### src/rtl/mux4t1_arbiter.sv
//------------------------------------------------------------------------------
// Module  : mux4t1_arbiter
// Brief   : Round-robin grant/select controller for a 4:1 WIDTH-bit mux with a
//           registered, valid-qualified output word. Optional beat-limit
//           forced release enabled by defining MUXARB_TIMEOUT_EN.
// Revision: 1.0 - initial release
//------------------------------------------------------------------------------
`default_nettype none

module mux4t1_arbiter #(
  parameter int WIDTH    = 4,
  parameter int MAX_HOLD = 8
) (
  input  logic             clk,
  input  logic             rst_n,
  input  logic [3:0]       req,
  input  logic [3:0]       last,
  input  logic [WIDTH-1:0] I0,
  input  logic [WIDTH-1:0] I1,
  input  logic [WIDTH-1:0] I2,
  input  logic [WIDTH-1:0] I3,
  output logic [3:0]       gnt,
  output logic [1:0]       s,
  output logic [WIDTH-1:0] o,
  output logic             o_valid,
  output logic             busy,
  output logic             timeout
);

  typedef enum logic [0:0] {IDLE = 1'b0, GRANT = 1'b1} state_t;

  state_t           r_state, w_state_nxt;
  logic [1:0]       r_ptr, w_ptr_nxt;
  logic [1:0]       r_s, w_s_nxt;
  logic [3:0]       r_gnt, w_gnt_nxt;
  logic [WIDTH-1:0] r_o;
  logic             r_o_valid, r_busy, r_timeout;

  logic [1:0]       w_arb_base, w_off, w_winner;
  logic [3:0]       w_rot;
  logic [WIDTH-1:0] w_data_k;
  logic             w_beat, w_final, w_to_hit, w_release;

  if (MAX_HOLD < 1 || MAX_HOLD > 255) begin : g_bad_max_hold
    $error("MAX_HOLD must be in 1..255");
  end

  // A releasing grant re-arbitrates from k+1 on the same edge, so the
  // releasing index naturally becomes lowest priority.
  assign w_arb_base = (r_state == GRANT) ? (r_s + 2'd1) : r_ptr;

  always_comb begin
    w_rot = req;
    case (w_arb_base)
      2'd0: w_rot = req;
      2'd1: w_rot = {req[0],   req[3:1]};
      2'd2: w_rot = {req[1:0], req[3:2]};
      2'd3: w_rot = {req[2:0], req[3]};
      default: w_rot = req;
    endcase
  end

  always_comb begin
    w_off = 2'd3;
    if (w_rot[0])      w_off = 2'd0;
    else if (w_rot[1]) w_off = 2'd1;
    else if (w_rot[2]) w_off = 2'd2;
  end

  assign w_winner = w_arb_base + w_off;

  always_comb begin
    w_data_k = I0;
    case (r_s)
      2'd0: w_data_k = I0;
      2'd1: w_data_k = I1;
      2'd2: w_data_k = I2;
      2'd3: w_data_k = I3;
      default: w_data_k = I0;
    endcase
  end

  assign w_beat  = (r_state == GRANT) && req[r_s];
  assign w_final = w_beat && last[r_s];

`ifdef MUXARB_TIMEOUT_EN
  localparam logic [7:0] c_hold_last = 8'(MAX_HOLD - 1);
  logic [7:0] r_cnt;

  // A last on the limit beat is an ordinary release, so it masks the timeout.
  assign w_to_hit = w_beat && !last[r_s] && (r_cnt == c_hold_last);

  always_ff @(posedge clk or negedge rst_n) begin
    if (!rst_n) begin
      r_cnt <= 8'd0;
    end else if ((r_state == IDLE) || w_release) begin
      r_cnt <= 8'd0;
    end else if (w_beat) begin
      r_cnt <= r_cnt + 8'd1;
    end
  end
`else
  assign w_to_hit = 1'b0;
`endif

  assign w_release = (r_state == GRANT) && (!req[r_s] || w_final || w_to_hit);

  always_comb begin
    w_state_nxt = r_state;
    w_gnt_nxt   = r_gnt;
    w_s_nxt     = r_s;
    w_ptr_nxt   = r_ptr;
    if ((r_state == IDLE) || w_release) begin
      if (r_state == GRANT) begin
        w_ptr_nxt = r_s + 2'd1;
      end
      if (|req) begin
        w_state_nxt = GRANT;
        w_gnt_nxt   = 4'b0001 << w_winner;
        w_s_nxt     = w_winner;
      end else begin
        w_state_nxt = IDLE;
        w_gnt_nxt   = 4'b0000;
      end
    end
  end

  always_ff @(posedge clk or negedge rst_n) begin
    if (!rst_n) begin
      r_state   <= IDLE;
      r_ptr     <= 2'd0;
      r_s       <= 2'd0;
      r_gnt     <= 4'b0000;
      r_o       <= '0;
      r_o_valid <= 1'b0;
      r_busy    <= 1'b0;
      r_timeout <= 1'b0;
    end else begin
      r_state   <= w_state_nxt;
      r_ptr     <= w_ptr_nxt;
      r_s       <= w_s_nxt;
      r_gnt     <= w_gnt_nxt;
      r_o_valid <= w_beat;
      r_busy    <= (w_state_nxt == GRANT);
      r_timeout <= w_to_hit;
      if (w_beat) begin
        r_o <= w_data_k;
      end
    end
  end

  assign gnt     = r_gnt;
  assign s       = r_s;
  assign o       = r_o;
  assign o_valid = r_o_valid;
  assign busy    = r_busy;
  assign timeout = r_timeout;

endmodule

`default_nettype wire

### config.mk
export PLATFORM = sky130hd
export DESIGN_NAME = mux4t1_arbiter
export DESIGN_NICKNAME = d
export VERILOG_FILES = /design/src/rtl/mux4t1_arbiter.sv
export SDC_FILE = /design/constraint.sdc
export NUM_CORES = 1
export LEC_CHECK = 0
export ABC_AREA = 1
export BUFFER_PORTS_ARGS = -buffer_cell sky130_fd_sc_hd__buf_2
export CAP_MARGIN = 20
export CORE_MARGIN = 1.5
export CORE_UTILIZATION = 47
export DETAILED_ROUTE_END_ITERATION = 7
export GPL_ROUTABILITY_DRIVEN = 0
export HOLD_SLACK_MARGIN = 0.12
export PLACE_DENSITY_LB_ADDON = 0.1
export RECOVER_POWER = 50
export SYNTH_ARGS = -nofsm -noshare
export SYNTH_HDL_FRONTEND = slang
export SYNTH_SLANG_ARGS = --single-unit
### constraint.sdc
create_clock -name clk -period 2.6 [get_ports clk]
set_clock_uncertainty 0.05 [all_clocks]
set_input_delay 0.65 -clock clk [delete_from_list [all_inputs] [get_ports clk]]
set_output_delay 0.65 -clock clk [all_outputs]
set_load 0.005 [all_outputs]
==> results by group <==
Run status
  • Run status: finished clean

Run
  • Reported max-cap violation count: 0

Timing
  • Slew of the pin with the lowest slew margin: 0.6947 ns
  • Worst-case headroom to the max-slew limit: 53.69%
  • Fin crit share: 90.25%
  • Maximum operating frequency: 0.4262 GHz
  • Unrepaired setup endpoints after global routing: no
  • Number of failing setup endpoints in the final timing report: 0
  • Final slew viol count: 0
  • Post-layout min period: 2.346 ns
  • Final total negative setup slack: 0 ns
  • Number of hold-slack violations in the final timing report: 0

Power and ir drop
  • Peak supply drop: 0.0009763 V
  • Fraction of power consumed by the clock network: 6.6%
  • Switching part of the total power: 50.30%
  • Share of total power in combinational logic: 71.9%
  • Switching power: 0.0008784 W
  • Pwr Density: 1409 nW/um^2
  • Leakage power total: 0.6965 nW
  • Power share of the sequential group: 21.5%
  • Internal power summed over all cells: 0.0008681 W

Global routing
  • Global Route Usage Sum: 20.95%
  • Pin count of the biggest net entering global routing: 15
  • Leftover overflow at the end of global routing: 0
  • Number of antenna violations at the first check in global routing: 0
  • Number of global-route vias before repair: 944
  • Wire length of the first global-routing pass: 3.974 mm

Route
  • Vias: 1017
  • DRC violations left: 0
  • Routed Antenna Nets: 0
  • Vias/cell: 5.085
  • Drt wl/cell: 11.37 microns
  • Number of DRC markers after the initial detailed-route iteration: 22
  • Wire length reported by the detailed router: 2.273 mm
  • Number of iterations in the first detailed-routing pass: 4

Clocking
  • Post-CTS clock slew at the launch and capture registers of the worst setup and hold paths: 0.07 ns
  • CTS Root Buffer Type: sky130_fd_sc_hd__clkbuf_4
  • Clock insertion delay at the later pin of the skew report: 0.27 ns
  • Number of setup buffers added after CTS: 0
  • H-tree depth: 1
  • Clock buffer count from CTS: 3
  • CTS Buffer Depth: 2
  • Hold-fix buffer count after cts: 0
  • Number of clock sinks seen by CTS: 14
  • Resize count post-CTS: 0
  • TritonCTS clock tree: done

Floorplanning
  • Die Outline Area: 2401 sq um
  • Die Width: 49.01 microns
  • Die Ht: 49.01 microns
  • IO Pins: 39
  • Std-Cell Core Area: 1982 sq um
  • Cell Rows: 16
  • Starting Density: 50.19%

Synthesis
  • Syn_area_per_cell: 7.593 sq um
  • Share of the yosys chip area belonging to registers: 35.22%
  • Post-Synthesis Cell Area: 994.7 sq um
  • Number of distinct library cells after synthesis: 24
  • Total of flip-flops plus latches after synthesis: 14
  • Syn Nets: 162
  • Synthesized netlist cell count: 131
  • Ys Warns: 0

Cells and area
  • Most common library cell in the layout ignoring fill and taps: sky130_fd_sc_hd__nand2_1
  • Commonest cells after routing, fill and taps aside: 38 x sky130_fd_sc_hd__nand2_1, 34 x sky130_fd_sc_hd__buf_2, 14 x sky130_fd_sc_hd__dfrtp_1
  • Fraction of final layout cells with drive strength greater than 1: 31.79%
  • Post-route insts no fill: 200
  • Seq. cell area: 350.3 sq um
  • Filler Cells Inserted: 203
  • Nets@finish: 206
  • Multi-input gate area: 584.3 sq um
  • Area added between synthesis and finish: 24.65%
  • Inserted Diodes: 0

Worst setup path
  • Worst Path Arrival: 2.47 ns
  • Worst setup endpoint: gnt[1]
  • End of the worst register-to-register path: gnt[1]
  • Launch point of the worst path: s[1]
  • Reg2reg setup slack: 0.25 ns
  • Launch instance of the worst register-to-register path: s[1]
  • Worst setup SP type: flop
  • Largest fanout on the critical path: 9
  • FF-to-FF path depth: 15
  • Worst Setup End Kind: flop
  • Required time of the critical path: 2.72 ns
  • Startpoint-to-endpoint class of the critical path: reg2reg

Placed design
  • Number of instances in the placed design: 197
  • Buffers on Ports: 37
  • Post-DP HPWL: 1.884 mm

Hold path
  • Class of the tightest hold or removal check: in2async
worst max-delay path, cell delays in order (launching register included):
cell and delay [ns]:
sky130_fd_sc_hd__dfrtp_1 0.38, sky130_fd_sc_hd__inv_1 0.11, sky130_fd_sc_hd__ha_1 0.25, sky130_fd_sc_hd__nand2_1 0.11, sky130_fd_sc_hd__nand2_4 0.10, sky130_fd_sc_hd__nand3_1 0.09, sky130_fd_sc_hd__nand3_1 0.09, sky130_fd_sc_hd__nor2_2 0.14
sky130_fd_sc_hd__a21boi_0 0.19, sky130_fd_sc_hd__ha_1 0.18, sky130_fd_sc_hd__xor2_1 0.21, sky130_fd_sc_hd__inv_1 0.08, sky130_fd_sc_hd__nand2_2 0.10, sky130_fd_sc_hd__nand2_2 0.06, sky130_fd_sc_hd__nand2_1 0.05, sky130_fd_sc_hd__nand2_1 0.04
routing by layer:
| metal | vias up | track usage, % | part of all wire (%) | routed length [microns] |
|---|---|---|---|---|
| li1 | 521 | - | - | - |
| met1 | 471 | 24.85 | 43 | 984 |
| met2 | 25 | 38.58 | 51 | 1168 |
| met3 | 0 | 5.521 | 5.3 | 120 |
| met4 | 0 | 2.857 | 0 | 0 |
| met5 | - | 0 | 0 | 0 |
registers in the layout (all words and copies together) (netlist names):
signal,cells
s,2
r_ptr,2
o,4
o_valid,1
busy,1
gnt,4
synthesized netlist by cell type (all sizes together):
cell type   n  area [sq um]
xor2        1         8.760
nor3        1         10.01
conb        1         3.750
dfrtp      14         350.3
a22o        4         35.03
a21boi      1         7.510
ha          5         62.56
a21oi       3         15.01
nand3      15         92.59
nand2      47         209.0
buf         1         7.510
nand3b      1         7.510
nor2       10         47.55
o221ai      4         35.03
o21ai      10         50.05
a22oi       1         7.510
inv        12         45.05
per-stage QoR:
step | hold slack [ns] | setup WS, ns | area [sq um] | utilization [%] | power [W]
2_1_floorplan | 0.3044 | 0.2274 | 994.7 | - | 0.001323
3_3_place_gp | 0.4130 | 0.3263 | 1229 | 61.99 | 0.001625
3_5_place_dp | 0.4129 | 0.2375 | 1229 | 61.99 | 0.001656
4_1_cts | 0.2025 | 0.2216 | 1251 | 63.13 | 0.001774
5_1_grt | 0.3942 | 0.003518 | 1240 | 62.56 | 0.001945
6_report | 0.3389 | 0.2536 | 1240 | 62.56 | 0.001747
layout make-up:
cell class                      count  share of cell area, %
Timing Repair Buffer               40                  16.45
Sequential cell                    14                  28.25
Tap cell                           27                  2.725
Multi-Input combinational cell    104                  47.12
Clock buffer                        3                  1.816
Inverter                           12                  3.633
kinds of logic after synthesis:
| family | synth area share, % |
|---|---|
| flip-flops | 35.22 |
| AND/OR/NAND/NOR | 36.86 |
| XOR/XNOR | 0.8807 |
| other | 0.3770 |
| buffers and inverters | 5.284 |
| AO/OA/AOI/OAI | 15.09 |
| adder cells (fa/ha/maj) | 6.289 |
worst min path at each step:
stage / startpoint / endpoint / slack (ns)
5_1_grt: rst_n / gnt[1] / 0.39
4_1_cts: rst_n / s[1] / 0.20
3_5_place_dp: gnt[0] / gnt[0] / 0.41
2_1_floorplan: rst_n / busy / 0.30
6_report: rst_n / gnt[1] / 0.34
3_3_place_gp: gnt[3] / gnt[3] / 0.41
power groups by stage:
stage / Combinational (W) / Sequential, W / Clock [W]
floorplan: 0.000917 / 0.000406 / 0
global placement: 0.00125 / 0.000376 / 0
detailed placement: 0.00128 / 0.000380 / 0
CTS: 0.00128 / 0.000376 / 0.000118
global route: 0.00143 / 0.000389 / 0.000130
finish: 0.00126 / 0.000376 / 0.000115
Note: power is estimated with default switching activity, not from simulation.
